### src/rtl/regfile_writeback_unit.sv
// Register-file write-back driver: 2-entry in-order retire queue, late load-data merge, XP redirect on exception.
// Optional combinational bypass ports are built when WB_BYPASS_EN is defined.
module regfile_writeback_unit #(
    parameter int DATA_W = 32,
    parameter int ADDR_W = 5,
    parameter int XP_REG = 30
) (
    input  logic              clk,
    input  logic              reset_n,
    input  logic              in_valid,
    output logic              in_ready,
    input  logic [ADDR_W-1:0] in_rc,
    input  logic [1:0]        in_wdsel,
    input  logic              in_werf,
    input  logic              in_exc,
    input  logic [DATA_W-1:0] in_pc_plus4,
    input  logic [DATA_W-1:0] in_alu,
    input  logic              mem_rvalid,
    input  logic [DATA_W-1:0] mem_rdata,
    output logic              wb_werf,
    output logic              wb_wasel,
    output logic [ADDR_W-1:0] wb_wa,
    output logic [DATA_W-1:0] wb_wd,
    output logic              busy,
    output logic              mem_err
`ifdef WB_BYPASS_EN
    ,
    output logic              byp_valid,
    output logic [ADDR_W-1:0] byp_addr,
    output logic [DATA_W-1:0] byp_data
`endif
);

    localparam logic [1:0]        WDSEL_PC  = 2'd0;
    localparam logic [1:0]        WDSEL_MEM = 2'd2;
    localparam logic [ADDR_W-1:0] R31       = ADDR_W'(31);

    typedef struct packed {
        logic [ADDR_W-1:0] rc;
        logic [1:0]        wdsel;
        logic              werf;
        logic              exc;
        logic [DATA_W-1:0] pc4;
        logic [DATA_W-1:0] alu;
    } entry_t;

    function automatic logic is_wait(entry_t e);
        return !e.exc && e.werf && (e.wdsel == WDSEL_MEM);
    endfunction

    entry_t            ent0_q, ent0_d, ent1_q, ent1_d, in_ent;
    logic [1:0]        count_q, count_d;
    logic              hold_full_q, hold_full_d;
    logic [DATA_W-1:0] hold_data_q;
    logic              err_q;
    logic              wb_werf_q, wb_wasel_q;
    logic [ADDR_W-1:0] wb_wa_q;
    logic [DATA_W-1:0] wb_wd_q;

    logic              head_wait, sec_wait, commit, push;
    logic              hold_set, hold_clr, err_set;
    logic [DATA_W-1:0] load_data;
    logic              wasel_d, eff_we, werf_d;
    logic [ADDR_W-1:0] wa_d;
    logic [DATA_W-1:0] wd_d;

    assign in_ready  = (count_q != 2'd2);
    assign push      = in_valid && in_ready;
    assign head_wait = (count_q != 2'd0) && is_wait(ent0_q);
    assign sec_wait  = (count_q == 2'd2) && is_wait(ent1_q);
    assign commit    = (count_q != 2'd0) && (!is_wait(ent0_q) || hold_full_q || mem_rvalid);

    // Load data belongs to the oldest waiting load; a full hold register means the data is unclaimed.
    assign hold_set  = mem_rvalid && !hold_full_q && !head_wait && sec_wait;
    assign hold_clr  = commit && head_wait && hold_full_q;
    assign err_set   = mem_rvalid && (hold_full_q || (!head_wait && !sec_wait));
    assign load_data = hold_full_q ? hold_data_q : mem_rdata;

    always_comb begin
        wasel_d = 1'b0;
        wa_d    = ent0_q.rc;
        wd_d    = ent0_q.alu;
        eff_we  = ent0_q.werf && (ent0_q.rc != R31);
        if (ent0_q.exc) begin
            wasel_d = 1'b1;
            wa_d    = ADDR_W'(XP_REG);
            wd_d    = ent0_q.pc4;
            eff_we  = 1'b1;
        end else begin
            case (ent0_q.wdsel)
                WDSEL_PC:  wd_d = ent0_q.pc4;
                WDSEL_MEM: wd_d = load_data;
                default:   wd_d = ent0_q.alu;
            endcase
        end
        werf_d = commit && eff_we;
    end

    always_comb begin
        in_ent.rc    = in_rc;
        in_ent.wdsel = in_wdsel;
        in_ent.werf  = in_werf;
        in_ent.exc   = in_exc;
        in_ent.pc4   = in_pc_plus4;
        in_ent.alu   = in_alu;
        ent0_d       = ent0_q;
        ent1_d       = ent1_q;
        if (commit) begin
            ent0_d = ent1_q;
        end
        // Incoming entry lands in the first free slot after any pop this edge.
        if (push) begin
            if ((count_q - 2'(commit)) == 2'd0) begin
                ent0_d = in_ent;
            end else begin
                ent1_d = in_ent;
            end
        end
        count_d     = count_q + 2'(push) - 2'(commit);
        hold_full_d = (hold_full_q && !hold_clr) || hold_set;
    end

    always_ff @(posedge clk or negedge reset_n) begin
        if (!reset_n) begin
            count_q     <= 2'd0;
            hold_full_q <= 1'b0;
            err_q       <= 1'b0;
            wb_werf_q   <= 1'b0;
            wb_wasel_q  <= 1'b0;
            wb_wa_q     <= '0;
            wb_wd_q     <= '0;
        end else begin
            count_q     <= count_d;
            hold_full_q <= hold_full_d;
            err_q       <= err_q || err_set;
            wb_werf_q   <= werf_d;
            if (commit) begin
                wb_wasel_q <= wasel_d;
                wb_wa_q    <= wa_d;
                wb_wd_q    <= wd_d;
            end
        end
    end

    always_ff @(posedge clk) begin
        ent0_q <= ent0_d;
        ent1_q <= ent1_d;
        if (hold_set) begin
            hold_data_q <= mem_rdata;
        end
    end

    assign wb_werf  = wb_werf_q;
    assign wb_wasel = wb_wasel_q;
    assign wb_wa    = wb_wa_q;
    assign wb_wd    = wb_wd_q;
    assign busy     = (count_q != 2'd0) || wb_werf_q;
    assign mem_err  = err_q;

`ifdef WB_BYPASS_EN
    assign byp_valid = werf_d;
    assign byp_addr  = wa_d;
    assign byp_data  = wd_d;
`endif

endmodule

### config.mk
export PLATFORM = sky130hd
export DESIGN_NAME = regfile_writeback_unit
export DESIGN_NICKNAME = d
export VERILOG_FILES = /design/src/rtl/regfile_writeback_unit.sv
export SDC_FILE = /design/constraint.sdc
export NUM_CORES = 1
export LEC_CHECK = 0
export CORE_ASPECT_RATIO = 2
export CORE_MARGIN = 2
export CORE_UTILIZATION = 50
export CTS_CLUSTER_SIZE = 20
export DETAILED_ROUTE_END_ITERATION = 10
export DONT_BUFFER_PORTS = 1
export PLACE_DENSITY_LB_ADDON = 0.3
export SLEW_MARGIN = 20
export SYNTH_ARGS = -nofsm -noshare
export SYNTH_HDL_FRONTEND = slang
export SYNTH_SLANG_ARGS = --single-unit
### constraint.sdc
create_clock -name clk -period 6 [get_ports clk]
set_clock_uncertainty 0.1 [all_clocks]
set_input_delay 1.2 -clock clk [delete_from_list [all_inputs] [get_ports clk]]
set_output_delay 1.2 -clock clk [all_outputs]
set_load 0.01 [all_outputs]
Yosys cells after proc, flatten, opt, wreduce, memory -nomap -nowiden
Index checks and enable logic that the tools add are counted.

storage, ports and cells
  register bits after elaboration = 221
  bits of input ports = 109
  output and inout port bits = 42

operators by class
  add/subtract/negate cells = 3
  eq/ne operators = 5
  multiplexer cells = 9
  bitwise gates (word level) = 1
  reductions and logical operators = 35

operator list
  operator                                      number
  two-way mux 73 bit                            3
  two-way mux 32 bit                            2
  case mux 32 bit (2 select lines)              1
  logical AND 1 bit                             18
  logical NOT 1 bit                             7
  equality test 2 bit, second input constant    3
  logical OR 1 bit                              6
  two-way mux 5 bit                             1
  inequality test 5 bit, second input constant  1
  logical NOT 2 bit                             2
  subtractor 2 x 1 -> 2 bit                     2
  adder 2 x 1 -> 2 bit                          1
  two-way mux 1 bit                             2
  inequality test 2 bit, second input constant  1
  AND reduction 2 bit                           1
  nonzero test 2 bit                            1
  NOT 1 bit                                     1

Longest topological paths before layout
  depth after elaboration = 12
  mapped depth = 7
  gate-level depth less buffers = 5

Worst setup path after synthesis
No wires, ideal clock.

  kind = input to register
  from = input port mem_rvalid
  to = register ent1_q[0] in the netlist's numbering (enable)
  library setup time = 529 ps
  data arrival time = 5140 ps
  required time = 5371 ps
  slack = 232 ps
  stages on the path = 3
  path buffers = 0
  path through = nor2_1 -> nand2_1 -> a21oi_1

on the way
  cells in the longest elaborated chain, start to end = 6

RTL lines
  what                                  line  RTL
  start: declaration                    18    input logic mem_rvalid,
  logical OR 1 bit                      71    assign commit = (count_q != 2'd0) && (!is_wait(ent0_q) || hold_full_q || mem_rvalid);
  logical AND 1 bit                     71
  subtractor 2 x 1 -> 2 bit             113   if ((count_q - 2'(commit)) == 2'd0) begin
  logical NOT 2 bit                     113
  NOT 1 bit (no source line)            -
  AND reduction 2 bit (no source line)  -
  end signal: assignment                147   ent1_q <= ent1_d;
  end: declaration                      51    entry_t ent0_q, ent0_d, ent1_q, ent1_d, in_ent;

No other way between the ends.
A chain may end at the register's enable or synchronous reset.

Worst setup path after layout
  from = input port mem_rvalid
  to = register ent1_q[56] in the netlist's numbering (enable)

The elaborated chain is that of the path after synthesis.

==> impl_metrics.toml <==
[synthesis]
synthArstFlopShare_pct = 19.5
avgSynthCellArea_um2 = 11.3
synth_cells = 781
synth_area_leaders = "edfxtp_1, dfxtp_1, dfrtp_1"
syn_nets = 891
synth_top_area_cell = "edfxtp_1"
synth_edf_count = 105
synth.cell_area_um2 = 8850
ys_seq_elements = 221
yosys.area.top_type_share_pct = 35.6
synth.most_common_cell = "nand2_1"
ys.flop_type = "edfxtp_1"
yosysWarnings = 0
ys_seq_area_share_pct = 64.3
synth_cell_types = 33
netlist_top_cells_count = "nand2_1, edfxtp_1, nor2_1, dfxtp_1, a31oi_1"

[grt]
grt_max_degree = 113
grt_overflow = 0
grt_util_met2_pct = 44.9
antenna_found_initial = 0
track_usage_pct = 23.7
grt_pass1_vias = 6020
busiest_layer = "met2"
gr-usage-met1_pct = 24.1
grt_use_met3_pct = 5.24
grt_pass1_wl_mm = 34.3

[job]
maxCapViolations = 0

[final_layout]
syn_to_final_growth_pct = 8.59
layout.nets = 870
postLayoutCoreUtil_pct = 55.6
fin_area_um2 = 9610
instances_no_fill = 988
fill_cells = 1460
layout-drive-gt1-share_pct = 14.6

[clock_network]
cts_tree = "built"
clkTransAtPathRegs_ns = 0.06
cts_num_sinks = 221
root_buffer = "clkbuf_16"
postCtsHoldBufs = 0
numCtsBuffers = 20
cts_resized = 0
postCtsSetupBuffers = 0
h-tree-depth = 1
worstSkewPairLatency_ns = 0.50
max-clock-path-buffers = 3

[drt]
vias = 5891
wl_per_cell_um = 23.1
drt-initial-drc-count = 321
first_pass_iters = 5
final_antenna_net_count = 0
wl_mm = 22.8
vias_per_cell = 5.96
drc = 0

[power_and_ir_drop]
totalPowerFinal_w = 0.00562
power.density_nw_per_um2 = 585
vdd_drop_max_mv = 0.486
power.leakage_nw = 3.63

[worst_setup_path]
cp.required_ns = 6.03
slowest_stage = "buf_4"
slowest_delay_ns = 0.71
rr_startpoint = "ent0_q[65]"
cp_max_fo = 53
end_kind = "register"
rr_endpoint = "ent1_q[56]"
reg2reg_depth = 4
reg2reg_slack_ns = 3.08
path_class = "in2reg"
arrival_ns = 3.09
path_cells = "nor2_1 -> nand2_1 -> a21oi_4 -> buf_4"
critPathLaunchType = "input pin"

[floorplan]
die_w_um = 98.1
die_y_um = 192
core_um2 = 17300
pin_count = 151
row_count = 68
die-area_um2 = 18800
initial_utilization_pct = 51.2

[timing]
setup_violations = 0
final.setup.tns_ns = 0
clock.fmax_mhz = 327
finalCritPeriodShare_pct = 51.0
hold_violations = 0
rsz0062_at_grt = "no"
drv_slew = 0
slew_headroom_pct = 38.5
worst_pin_slew_ns = 0.922
period_minus_slack_ns = 3.06

[placed_design]
placedCellCount = 947
io_buffers = 0
hpwl_mm = 15.4
gp_congestion = 0.851
placed_area_um2 = 8940

[status]
status = "finished, final reports clean"

[min_path]
hp-class = "in2async"
cell families (layout without fill, tap and decap cells):
family / after synthesis / after routing / share of synthesized area [%]
AND/OR/NAND/NOR: 280 / 280 / 12.5
flip-flops: 221 / 221 / 64.3
AO/OA/AOI/OAI: 155 / 155 / 11.1
multiplexers: 64 / 64 / 8.15
buffers and inverters: 58 / 51 / 3.56
XOR/XNOR: 2 / 2 / 0.198
adder cells (fa/ha/maj): 1 / 1 / 0.141
other: 0 / 4 / 0
flip-flops by register name (all words and copies together) (netlist names):
name and flops:
hold_data_q 32, ent0_q 73, wb_wa 5, wb_wd 32
ent1_q 73, wb_werf 1, count_q 2, hold_full_q 1
mem_err 1, wb_wasel 1
stage by stage:
step / hold slack (ns) / worst slack [ns]
after floorplan: 0.348 / 0.232
final: 0.285 / 2.94
after detailed placement: 0.365 / 2.47
after global routing: 0.270 / 2.82
after CTS: 0.273 / 2.99
after global placement: 0.359 / 2.53
worst max path at each step:
stage	start	cells after the start	endpoint	slack, ns
global placement	mem_rvalid	4	ent1_q[61]	2.53
finish	mem_rvalid	4	ent1_q[56]	2.94
detailed placement	mem_rvalid	4	ent1_q[61]	2.47
global route	mem_rvalid	4	ent1_q[60]	2.82
CTS	mem_rvalid	4	ent1_q[57]	2.99
floorplan	mem_rvalid	3	ent1_q[0]	0.23
routing by layer:
metal	wire, um	vias up	part of all wire (%)
met2	12700	226	56
li1	-	2730	-
met5	0	-	0
met3	1550	41	6.8
met4	860	0	3.8
met1	7650	2894	34
power by group:
part	internal (W)	total (W)	switching, W
Combinational	0.000775	0.00192	0.00115
Clock	0.000681	0.00121	0.000531
Sequential	0.00211	0.00249	0.000379
Total	0.00356	0.00562	0.00206
area by class of cell:
class / instances / area, um2 / area share, %
well taps: 210 / 263 / 2.74
diodes: 4 / 10.0 / 0.104
flip-flops and latches: 221 / 5690 / 59.2
repair buffers: 12 / 135 / 1.41
inverters: 3 / 11.3 / 0.117
clock buffers: 31 / 592 / 6.16
multi-input cells: 502 / 2870 / 29.9
clock inverters: 5 / 33.8 / 0.352
layout by cell type (no fill, tap or decap), types with 3 or more instances in the layout:
master and n:
dfxtp_1 73, a21oi_1 5, a31oi_1 71, mux2_2 64, clkbuf_1 6, inv_1 3
a22oi_1 34, o21ai_0 38, clkbuf_8 5, buf_4 9, clkbuf_16 20, nand2_1 188
dfrtp_1 43, diode_2 4, nor2_1 81, edfxtp_1 105
critical path: cells and delay by family:
| family | cells | cell delay [ns] |
|---|---|---|
| buf+inv | 1 | 0.71 |
| compound gates | 1 | 0.63 |
| simple gates | 2 | 0.49 |
Power figures use the tool's default switching activity.
